[src/rtl/debug_regfile_dump_pkg.sv]
// Shared types and helpers for the register-file debug dumper.
// State encodings include CHECKSUM only when DEBUG_DUMP_CHECKSUM_EN is defined.
package debug_regfile_dump_pkg;

    localparam int NB_BYTE_DEF = 8;

    typedef enum logic [2:0] {
        ST_IDLE     = 3'd0,
        ST_ADDR     = 3'd1,
        ST_CAPTURE  = 3'd2,
        ST_SEND     = 3'd3,
`ifdef DEBUG_DUMP_CHECKSUM_EN
        ST_CHECKSUM = 3'd4,
`endif
        ST_DONE     = 3'd5
    } state_t;

    function automatic int bytes_per_word(input int nb_data, input int nb_byte);
        return nb_data / nb_byte;
    endfunction

endpackage

[src/rtl/debug_regfile_dump_if.sv]
// Bundle of the register-file debug read port and the byte stream to the UART TX.
// The master modport is the dumper side, the slave modport is the regfile/UART side.
interface debug_regfile_dump_if #(
    parameter int NB_DATA = 32,
    parameter int NB_REG  = 5,
    parameter int NB_BYTE = 8
);
    logic [NB_REG-1:0]  address_read_debug;
    logic [NB_DATA-1:0] data_read_debug;
    logic [NB_BYTE-1:0] tx_data;
    logic               tx_valid;
    logic               tx_ready;

    modport master (
        output address_read_debug,
        input  data_read_debug,
        output tx_data,
        output tx_valid,
        input  tx_ready
    );

    modport slave (
        input  address_read_debug,
        output data_read_debug,
        input  tx_data,
        input  tx_valid,
        output tx_ready
    );
endinterface

[src/rtl/debug_regfile_dump_serializer.sv]
// debug_word_serializer: emits a loaded word MSB-first as bytes over valid/ready.
// A single byte can also be loaded; it is then flagged as the last byte at once.
module debug_word_serializer #(
    parameter int NB_DATA = 32,
    parameter int NB_BYTE = 8
) (
    input  logic               i_clk,
    input  logic               i_reset,
    input  logic               i_load,
    input  logic [NB_DATA-1:0] i_word,
    input  logic               i_load_byte,
    input  logic [NB_BYTE-1:0] i_byte,
    input  logic               i_tx_ready,
    output logic [NB_BYTE-1:0] o_tx_data,
    output logic               o_tx_valid,
    output logic               o_last,
    output logic               o_xfer
);
    localparam int BPW   = NB_DATA / NB_BYTE;
    localparam int IDX_W = (BPW > 1) ? $clog2(BPW) : 1;

    logic [NB_DATA-1:0] r_word;
    logic [IDX_W-1:0]   r_idx;
    logic               r_valid;

    // The current byte always sits in the top slot; the word shifts up on each transfer.
    assign o_tx_data  = r_word[NB_DATA-1 -: NB_BYTE];
    assign o_tx_valid = r_valid;
    assign o_xfer     = r_valid & i_tx_ready;
    assign o_last     = (r_idx == IDX_W'(BPW - 1));

    always_ff @(posedge i_clk or posedge i_reset) begin
        if (i_reset) begin
            r_word  <= '0;
            r_idx   <= '0;
            r_valid <= 1'b0;
        end else if (i_load) begin
            r_word  <= i_word;
            r_idx   <= '0;
            r_valid <= 1'b1;
        end else if (i_load_byte) begin
            r_word  <= {i_byte, {(NB_DATA-NB_BYTE){1'b0}}};
            r_idx   <= IDX_W'(BPW - 1);
            r_valid <= 1'b1;
        end else if (o_xfer) begin
            r_word <= r_word << NB_BYTE;
            if (o_last) begin
                r_valid <= 1'b0;
            end else begin
                r_idx <= r_idx + IDX_W'(1);
            end
        end
    end

endmodule

[src/rtl/debug_regfile_dump.sv]
// Walks the register-file debug read port and streams every word MSB-first as bytes.
// Optional trailing XOR checksum byte when DEBUG_DUMP_CHECKSUM_EN is defined.
module debug_regfile_dump
    import debug_regfile_dump_pkg::*;
#(
    parameter int NB_DATA = 32,
    parameter int NB_REG  = 5,
    parameter int NB_BYTE = NB_BYTE_DEF,
    parameter int N_REGS  = 32
) (
    input  logic                 i_clk,
    input  logic                 i_reset,
    input  logic                 i_start,
    output logic                 o_busy,
    output logic                 o_done,
    debug_regfile_dump_if.master bus
);
    localparam int BPW = bytes_per_word(NB_DATA, NB_BYTE);

    state_t             r_state;
    state_t             w_state_next;
    logic [NB_REG-1:0]  r_reg_cnt;
    logic               w_cnt_clr;
    logic               w_cnt_inc;
    logic               w_load;
    logic               w_load_byte;
    logic               w_last_reg;
    logic [NB_BYTE-1:0] w_ser_data;
    logic [NB_BYTE-1:0] w_csum_byte;
    logic               w_ser_valid;
    logic               w_ser_last;
    logic               w_ser_xfer;

    assign w_last_reg = (r_reg_cnt == NB_REG'(N_REGS - 1));

    always_ff @(posedge i_clk or posedge i_reset) begin
        if (i_reset) begin
            r_state <= ST_IDLE;
        end else begin
            r_state <= w_state_next;
        end
    end

    always_comb begin
        w_state_next = r_state;
        w_cnt_clr    = 1'b0;
        w_cnt_inc    = 1'b0;
        w_load       = 1'b0;
        w_load_byte  = 1'b0;
        o_done       = 1'b0;
        case (r_state)
            ST_IDLE: begin
                if (i_start) begin
                    w_cnt_clr    = 1'b1;
                    w_state_next = ST_ADDR;
                end
            end
            // Wait state lets a registered read port settle before the sample.
            ST_ADDR: w_state_next = ST_CAPTURE;
            ST_CAPTURE: begin
                w_load       = 1'b1;
                w_state_next = ST_SEND;
            end
            ST_SEND: begin
                if (w_ser_xfer && w_ser_last) begin
                    if (w_last_reg) begin
`ifdef DEBUG_DUMP_CHECKSUM_EN
                        w_load_byte  = 1'b1;
                        w_state_next = ST_CHECKSUM;
`else
                        w_state_next = ST_DONE;
`endif
                    end else begin
                        w_cnt_inc    = 1'b1;
                        w_state_next = ST_ADDR;
                    end
                end
            end
`ifdef DEBUG_DUMP_CHECKSUM_EN
            ST_CHECKSUM: begin
                if (w_ser_xfer) begin
                    w_state_next = ST_DONE;
                end
            end
`endif
            ST_DONE: begin
                o_done       = 1'b1;
                w_state_next = ST_IDLE;
            end
            default: w_state_next = ST_IDLE;
        endcase
    end

    assign o_busy = (r_state != ST_IDLE);

    always_ff @(posedge i_clk or posedge i_reset) begin
        if (i_reset) begin
            r_reg_cnt <= '0;
        end else if (w_cnt_clr) begin
            r_reg_cnt <= '0;
        end else if (w_cnt_inc) begin
            r_reg_cnt <= r_reg_cnt + NB_REG'(1);
        end
    end

`ifdef DEBUG_DUMP_CHECKSUM_EN
    logic [NB_BYTE-1:0] r_csum;

    always_ff @(posedge i_clk or posedge i_reset) begin
        if (i_reset) begin
            r_csum <= '0;
        end else if (w_cnt_clr) begin
            r_csum <= '0;
        end else if (w_ser_xfer && (r_state == ST_SEND)) begin
            r_csum <= r_csum ^ w_ser_data;
        end
    end

    // Folds in the final data byte, which transfers on the same edge the checksum loads.
    assign w_csum_byte = r_csum ^ w_ser_data;
`else
    assign w_csum_byte = '0;
`endif

    debug_word_serializer #(
        .NB_DATA (NB_DATA),
        .NB_BYTE (NB_BYTE)
    ) u_serializer (
        .i_clk       (i_clk),
        .i_reset     (i_reset),
        .i_load      (w_load),
        .i_word      (bus.data_read_debug),
        .i_load_byte (w_load_byte),
        .i_byte      (w_csum_byte),
        .i_tx_ready  (bus.tx_ready),
        .o_tx_data   (w_ser_data),
        .o_tx_valid  (w_ser_valid),
        .o_last      (w_ser_last),
        .o_xfer      (w_ser_xfer)
    );

    assign bus.address_read_debug = r_reg_cnt;
    assign bus.tx_data            = w_ser_data;
    assign bus.tx_valid           = w_ser_valid;

endmodule

[src/flat_wrapper.sv]
// flat-port wrapper written by rule: the top's interface ports become plain ports
module debug_regfile_dump_flat import debug_regfile_dump_pkg::*;
#(
    parameter int NB_DATA = 32,
    parameter int NB_REG  = 5,
    parameter int NB_BYTE = NB_BYTE_DEF,
    parameter int N_REGS  = 32
)
  (i_clk, i_reset, i_start, o_busy, o_done, bus_address_read_debug, bus_data_read_debug, bus_tx_data, bus_tx_valid, bus_tx_ready);
  debug_regfile_dump_if #(.NB_DATA(NB_DATA), .NB_REG(NB_REG), .NB_BYTE(NB_BYTE)) bus_i ();
  input  logic i_clk;
  input  logic i_reset;
  input  logic i_start;
  output logic o_busy;
  output logic o_done;
  output wire logic [$bits(bus_i.address_read_debug)-1:0] bus_address_read_debug;
  input wire logic [$bits(bus_i.data_read_debug)-1:0] bus_data_read_debug;
  output wire logic [$bits(bus_i.tx_data)-1:0] bus_tx_data;
  output wire logic [$bits(bus_i.tx_valid)-1:0] bus_tx_valid;
  input wire logic [$bits(bus_i.tx_ready)-1:0] bus_tx_ready;
  assign bus_address_read_debug = bus_i.address_read_debug;
  assign bus_i.data_read_debug = bus_data_read_debug;
  assign bus_tx_data = bus_i.tx_data;
  assign bus_tx_valid = bus_i.tx_valid;
  assign bus_i.tx_ready = bus_tx_ready;
  debug_regfile_dump #(.NB_DATA(NB_DATA), .NB_REG(NB_REG), .NB_BYTE(NB_BYTE), .N_REGS(N_REGS)) u_core (.i_clk(i_clk), .i_reset(i_reset), .i_start(i_start), .o_busy(o_busy), .o_done(o_done), .bus(bus_i));
endmodule
[config.mk]
export PLATFORM = sky130hd
export DESIGN_NAME = debug_regfile_dump_flat
export DESIGN_NICKNAME = d
export VERILOG_FILES = /design/src/rtl/debug_regfile_dump_pkg.sv /design/src/rtl/debug_regfile_dump_if.sv /design/src/rtl/debug_regfile_dump_serializer.sv /design/src/rtl/debug_regfile_dump.sv /design/src/flat_wrapper.sv
export SDC_FILE = /design/constraint.sdc
export NUM_CORES = 1
export LEC_CHECK = 0
export BUFFER_PORTS_ARGS = -buffer_cell sky130_fd_sc_hd__buf_2
export CAP_MARGIN = 5
export CELL_PAD_IN_SITES_DETAIL_PLACEMENT = 1
export CELL_PAD_IN_SITES_GLOBAL_PLACEMENT = 1
export CORE_MARGIN = 2
export CORE_UTILIZATION = 28
export DETAILED_ROUTE_END_ITERATION = 6
export PLACE_DENSITY = 0.71
export SLEW_MARGIN = 20
export SYNTH_ARGS = -nofsm -noshare
export SYNTH_HDL_FRONTEND = slang
export SYNTH_SLANG_ARGS = --single-unit
[constraint.sdc]
create_clock -name i_clk -period 4.57 [get_ports i_clk]
set_clock_uncertainty 0.05 [all_clocks]
set_input_delay 0.457 -clock i_clk [delete_from_list [all_inputs] [get_ports i_clk]]
set_output_delay 0.457 -clock i_clk [all_outputs]
set_load 0.02 [all_outputs]
**After elaboration in Yosys (flattened, before gate mapping)**

Index checks and enable logic that the tools add are counted.

- Add/subtract/negate cells: 2
- Equal/unequal tests: 9
- Mux-type cells: 21
- Bitwise operators: 1
- Reductions and logical operators: 9

Operator list:

| kind | number |
|---|---|
| $mux W32 | 2 |
| $pmux W3 S4 | 1 |
| $mux W1 | 10 |
| $mux W5 | 2 |
| $mux W3 | 3 |
| $eq A3 B2 Y1 const B | 2 |
| $mux W2 | 3 |
| $reduce_and A2 Y1 | 3 |
| $reduce_bool A2 Y1 | 3 |
| $add A5 B1 Y5 const B | 1 |
| $eq A5 B5 Y1 const B | 1 |
| $ne A2 B2 Y1 const B | 2 |
| $eq A3 B1 Y1 const B | 1 |
| $eq A3 B3 Y1 const B | 1 |
| $logic_not A3 Y1 | 1 |
| $reduce_bool A3 Y1 | 1 |
| $add A2 B1 Y2 const B | 1 |
| $eq A2 B2 Y1 const B | 1 |
| $ne A2 B1 Y1 const B | 1 |
| $and A1 B1 Y1 | 1 |
| $logic_and A1 B1 Y1 | 1 |

- Bits in registers: 43
- Input bits: 36

**Longest topological paths before layout**

Gate-level depths: netlist of run 1.

- Word-level depth: 6
- Mapped depth: 6

**Modules after synthesis**

From an unflattened synthesis of run 1, not the netlist that was laid out.

- Cell total of the unflattened synthesis: 202
- Area total of the unflattened synthesis: 2165.8 sq um

By module, submodules not included:

| module | instances | cells an instance | area each (sq um) | sequential area each (sq um) |
|---|---|---|---|---|
| debug_word_serializer | 1 | 157 | 1709.1 | 875.8 |
| debug_regfile_dump | 1 | 45 | 456.7 | 200.2 |

**Worst setup path after synthesis of run 1**

No wires, ideal clock.

- Path kind: register to register
- Start: reg u_core.r_reg_cnt[0], in the netlist u_core.bus.address_read_debug[0]
- End: reg u_core.r_reg_cnt[2], in the netlist u_core.bus.address_read_debug[2]
- Setup time: 119 ps
- Data arrival time: 1904 ps
- Path slack: 2497 ps
- Stages on the path, launching flop included: 7
- Buffers on the path: 0
- Period minus slack after synthesis: 2073 ps
- Cells stage by stage: dfrtp_1 ha_1 and3_1 ha_1 or4bb_1 o21a_1 o21a_1

- Word-level cells in the longest chain between the ends: 5
- Elaborated cells on any way between the ends: 8
- Those cells by class: add/sub (1); eq/ne (1); mux (5); reduce/logical (1)

RTL lines:

| item | line | source |
|---|---|---|
| start, declared | debug_regfile_dump.sv:22 | `logic [NB_REG-1:0] r_reg_cnt;` |
| start signal, assigned | debug_regfile_dump.sv:102 | `r_reg_cnt <= r_reg_cnt + NB_REG'(1);` |
| parallel branches: the longest is 5 deep, another holds $add A5 B1 Y5 | n/a |  |

Several ways; the timed one is not identified. The select of a mux whose other input is x is not followed.
A chain may end at the register's enable or synchronous reset.

**Worst setup path in the final report of run 1**

Ends and elaborated chain as after synthesis.

==> results of run 1 <==
## critical path, delay by kind of cell (launching register included)
family	cells	cell delay (ns)
compound gates	2	0.37
flops	1	0.43
simple gates	2	0.67
fa+ha+maj	2	0.44
## final timing paths
check	start	endpoint	slack (ns)	depth (start not counted)
max	u_core.bus.address_read_debug[0]$_DFFE_PP0P_	u_core.bus.address_read_debug[2]$_DFFE_PP0P_	2.50	6
min	bus_data_read_debug[1]	u_core.u_serializer.r_word[1]$_DFFE_PP0P_	0.31	3
max reg2reg	u_core.bus.address_read_debug[0]$_DFFE_PP0P_	u_core.bus.address_read_debug[2]$_DFFE_PP0P_	2.50	6
min reg2reg	u_core.u_serializer.r_word[5]$_DFFE_PP0P_	u_core.u_serializer.r_word[5]$_DFFE_PP0P_	0.46	2
max in group asynchronous	i_reset	u_core.r_state[1]$_DFFE_PP0P_	3.57	2
min in group asynchronous	i_reset	u_core.u_serializer.r_word[29]$_DFFE_PP0P_	0.32	2
## through the flow
step | setup WS [ns] | util (%) | hold WS [ns] | total power, mW
floorplan | 2.50 | - | 0.416 | 0.976
global placement | 2.58 | 32.5 | 0.436 | 1.05
detailed placement | 2.51 | 32.5 | 0.442 | 1.08
CTS | 2.49 | 33.9 | 0.300 | 1.36
global route | 2.43 | 33.9 | 0.303 | 1.44
finish | 2.50 | 33.9 | 0.307 | 1.33
## state kept, by name, summed over array words and instances, names as in the netlist
| signal | cells |
|---|---|
| u_core.bus.address_read_debug | 5 |
| u_core.r_state | 3 |
| u_core.u_serializer.o_tx_valid | 1 |
| u_core.u_serializer.r_word | 32 |
| u_core.u_serializer.r_idx | 2 |
## layer usage
layer / global-route usage, % / up-vias
li1: - / 755
met1: 15.4 / 749
met2: 18.4 / 33
met3: 3.27 / 4
met4: 3.85 / 0
met5: 0 / -
## cells in the mapped netlist, types with 2 or more instances
library cell  count  share of area [%]
nand2_1          49                8.9
dfrtp_1          43                 52
mux2i_1          29                 14
o21ai_0          23                5.6
nand3_1           9                2.2
buf_4             8                2.9
buf_2             7                1.7
inv_1             5               0.91
nor2_1            5               0.91
clkbuf_1          3               0.54
ha_1              3                1.8
o21a_1            2               0.72
xor2_1            2               0.85
## cells by family after synthesis
logic type / Yosys count / synth area share (%)
and+or+nand+nor: 74 / 17.5
xor gates and xnor gates: 2 / 0.846
DFF: 43 / 52.0
buffers and inverters: 25 / 6.77
muxes: 29 / 14.0
AOI/OAI and AO/OA: 28 / 7.13
adders and majority gates: 3 / 1.81
## report_power, final
part           internal [mW]  switching [mW]
registers              0.538           0.105
clock network          0.138           0.131
logic                  0.183           0.235
total                  0.858           0.471
## cell type report
| type | count | area, um^2 |
|---|---|---|
| Tap cell | 99 | 124 |
| Clock buffer | 7 | 96.3 |
| Timing Repair Buffer | 52 | 263 |
| Inverter | 5 | 18.8 |
| Sequential cell | 43 | 1080 |
| Fill cell | 868 | 4770 |
| Clock inverter | 1 | 7.51 |
| Multi-Input combinational cell | 136 | 863 |
==> results.toml, run 1 <==
[pwr]
powerDensity_mw_per_mm2 = 543
ir_drop_uv = 194
p_leak_nw = 1.34

[clocking]
numCtsBuffers = 5
clkSinkCount = 43
clk_pin_slew_ns = 0.09
postCtsHoldBufs = 0
tritoncts = "built"
cts.path.max_buffers = 2
h-tree-depth = 2
cts-resized-gates = 0
insertion_delay_ns = 0.29
cts_setup_buffers = 0
cts_root_buf = "clkbuf_8"

[route]
wl_met3_um = 170
via_per_inst = 4.49
wl_mm = 4.51
dr.pass1.iters = 2
route.met2.wl_mm = 2.12
vias = 1541
drtAntennaViolNets = 0
wl_per_cell_um = 13.1
drt_iter0_drc = 43
drc = 0
wl_met1_mm = 2.17
top_layer = "met4"

[run_status]
status = "completed"

[die]
die_x_um = 90.0
row_count = 31
ios = 52
core-area_mm2 = 0.00721
die_h_um = 90.0
initial_utilization_pct = 28.7
die_area_mm2 = 0.00810

[timing]
hold_viol = 0
fin_setup_tns_ns = 0
layout_worst_path_cycle_share_pct = 45.2
worst_slew_pin_slew_ns = 0.924
timing.final.max_slew_violations = 0
timing.fmax_mhz = 484
setup_viol = 0
fin_crit_ns = 2.07
rsz0062_at_grt = "no"
max_slew_margin_pct = 38.3

[logic_synthesis]
synth_warnings = 0
synthFlopType = "dfrtp_1"
netlist_area_mm2 = 0.00207
ys_ff_latch = 43
synth.distinct_cells = 29
syn_inst = 204
post_synth.cell_area_avg_um2 = 10.2
ys_async_sr_fraction_pct = 100
syn-num-nets = 243
ys_seq_area_share_pct = 52.0
synth_edf_count = 0

[worst_setup_path]
crit_fanout = 5
start_kind = "register"
crit_path_top_delay_cell = "or4bb_1"
critPathMaxStageDelay_ns = 0.53
worstPathRequired_ns = 4.71
crit_chain = "ha_1 -> and3_1 -> ha_1 -> or4bb_1 -> o21a_1 -> o21a_1"
endpoint_kind = "register"
crit_type = "register to register"
crit_arrival_ns = 2.21

[grt]
grt_start_max_net_pins = 59
grt_pass1_wl_mm = 7.71
grt_usage_pct = 11.6
grt.overflow.total = 0
grt_pass1_vias = 1598
antenna_found_initial = 0

[placed_design]
placed_area_mm2 = 0.00234
dp_hpwl_mm = 3.15
gp_congestion = 0.702
placed_cells = 335
portBuffers = 51

[cells_and_area]
fin_cells = 343
final_cell_area_mm2 = 0.00245
final_cell_mix = "51 x buf_2, 48 x nand2_1, 43 x dfrtp_1, 29 x mux2i_1, 23 x o21ai_0"
antenna_cells = 0
final_nets = 282
synthToLayoutAreaGrowth_pct = 18.2
final_common_cell = "buf_2"
drive_gt1_share_pct = 27.0

[worst_hold_path]
min_path_type = "input port to register"

[flow_run]
drv_cap = 0
Power figures use the tool's default switching activity.
==> run 2: changes to the inputs <==
clock period = 2.1 ns   (was 4.57 ns; I/O delays follow)
==> run 2 against run 1 <==
  * The flow now finishes with violations (negative hold slack)
  * Critical endpoint unchanged
  * Clock power increased to 2.5 times the previous value
  * Routed wire length increased by 1.3%
  * Largest cell class unchanged
  * Combinational power increased by 130%
==> results.toml, run 2 (synthesis gave the netlist of run 1 again) <==
[cells_and_area]
drive_gt1_share_pct = 28.3
synthToLayoutAreaGrowth_pct = 21.3
top_register = "u_core.u_serializer.r_word"
final_nets = 285
largest_register_ffs = 32
final_common_cell = "buf_2"
final_cell_area_mm2 = 0.00251
fill_cells = 875
final_cell_mix = "51 x buf_2, 48 x nand2_1, 43 x dfrtp_1, 29 x mux2i_1, 23 x o21ai_0"
antenna_cells = 0

[die]
row_count = 31
core-area_mm2 = 0.00721
ios = 52
die_h_um = 90.0
die_area_mm2 = 0.00810
die_x_um = 90.0
initial_utilization_pct = 28.7

[pwr]
p_leak_nw = 1.37
p_total_mw = 3.02
powerDensity_mw_per_mm2 = 1200
ir_drop_uv = 269

[placed_design]
gp_congestion = 0.689
portBuffers = 51
placed_area_mm2 = 0.00238
dp_hpwl_mm = 3.12

[worst_setup_path]
cp-startpoint = "u_core.bus.address_read_debug[0]$_DFFE_PP0P_"
cpMostUsedCell = "o21a_1"
path_buf_inv = 0
worstPathRequired_ns = 2.24
crit_type = "register to register"
start_kind = "register"
crit_family = "simple AND/OR/NAND/NOR gates"
critPathMaxStageDelay_ns = 0.51
crit_fanout = 4
r2r-start = "u_core.bus.address_read_debug[0]$_DFFE_PP0P_"
crit_path_top_delay_cell = "or4bb_1"
crit_arrival_ns = 2.14
endpoint_kind = "register"
crit_chain = "ha_1 -> and3_1 -> ha_2 -> or4bb_1 -> o21a_1 -> o21a_1"

[timing]
timing.fmax_mhz = 501
hold_viol = 7
hold_ws_ns = -0.00764
layout_worst_path_cycle_share_pct = 95.0
timing.final.max_slew_violations = 0
rsz0062_at_grt = "no"
max_slew_margin_pct = 61.3
fin_crit_ns = 1.99
setup_viol = 0
fin_setup_tns_ns = 0
worst_slew_pin_slew_ns = 0.581

[clocking]
clk_pin_slew_ns = 0.09
insertion_delay_ns = 0.29
cts.path.max_buffers = 2
tritoncts = "built"
cts_root_buf = "clkbuf_8"
h-tree-depth = 2
clkSinkCount = 43
numCtsBuffers = 5

[route]
wl_mm = 4.56
drc = 0
via_per_inst = 4.44
vias = 1537
dr.pass1.iters = 4
wl_per_cell_um = 13.2
drtAntennaViolNets = 0
drt_iter0_drc = 56

[grt]
grt_start_max_net_pins = 59
grt_pass1_vias = 1564
grt_usage_pct = 11.5
grt.overflow.total = 0
grt_pass1_wl_mm = 7.63
antenna_found_initial = 0

[run_status]
violations = "negative hold slack"
status = "finished, violations left"

[worst_hold_path]
min_path_type = "input port to asynchronous set/reset pin"

[flow_run]
drv_cap = 0
## run 2: final cells by class
class / instances / area, um^2 / area share [%]
inverters: 5 / 18.8 / 0.747
repair buffers: 55 / 310 / 12.4
clock buffers: 6 / 82.6 / 3.29
multi-input cells: 136 / 866 / 34.5
well taps: 99 / 124 / 4.93
clock inverters: 2 / 35.0 / 1.39
flip-flops and latches: 43 / 1080 / 42.8
## run 2: worst paths after layout
path	endpoint	slack, ns	cells past startpoint
min	u_core.r_state[2]$_DFFE_PP0P_	-0.008	3
min reg2reg	u_core.u_serializer.r_word[1]$_DFFE_PP0P_	0.46	2
min in group i_clk	u_core.u_serializer.r_word[6]$_DFFE_PP0P_	0.05	3
max in group asynchronous	u_core.u_serializer.r_word[7]$_DFFE_PP0P_	1.60	3
max reg2reg	u_core.bus.address_read_debug[2]$_DFFE_PP0P_	0.11	6
max	u_core.bus.address_read_debug[2]$_DFFE_PP0P_	0.11	6
## run 2: layer usage
metal / vias to the layer above / wire (um) / GRT usage (%)
li1: 764 / - / -
met5: - / 0 / 0
met4: 0 / 58 / 3.85
met2: 37 / 2050 / 17.7
met1: 732 / 2250 / 16.0
met3: 4 / 201 / 2.85
## run 2: worst reg2reg max path, delay by kind of cell, from the launching register on
| kind | cells | cell delay [ns] |
|---|---|---|
| and+or+nand+nor | 2 | 0.66 |
| DFF | 1 | 0.42 |
| adders and majority gates | 2 | 0.41 |
| AOI/OAI and AO/OA | 2 | 0.36 |
## run 2: through the flow
| stage | utilization (%) | hold WS [ns] | std cells | setup slack, ns |
|---|---|---|---|---|
| 3_5_place_dp | 33.1 | 0.351 | 337 | 0.0363 |
| 2_1_floorplan | - | 0.265 | 204 | 0.0271 |
| 5_1_grt | 34.8 | 0.0344 | 346 | 0.0153 |
| 3_3_place_gp | 33.1 | 0.341 | 337 | 0.0975 |
| 6_report | 34.8 | -0.00764 | 346 | 0.106 |
| 4_1_cts | 34.7 | 0.0229 | 345 | 0.0147 |
## run 2: where the power goes
group / total (mW) / internal (mW) / switching, mW
registers: 1.39 / 1.17 / 0.224
clock network: 0.673 / 0.385 / 0.288
logic: 0.950 / 0.429 / 0.521
total: 3.02 / 1.98 / 1.03
## run 2: timing repair
item | CTS | global route
buffers inserted | 0 | 1
endpoints found under the setup margin | 0 | 1
gates resized for setup | 0 | 1
hold buffers | 0 | 0
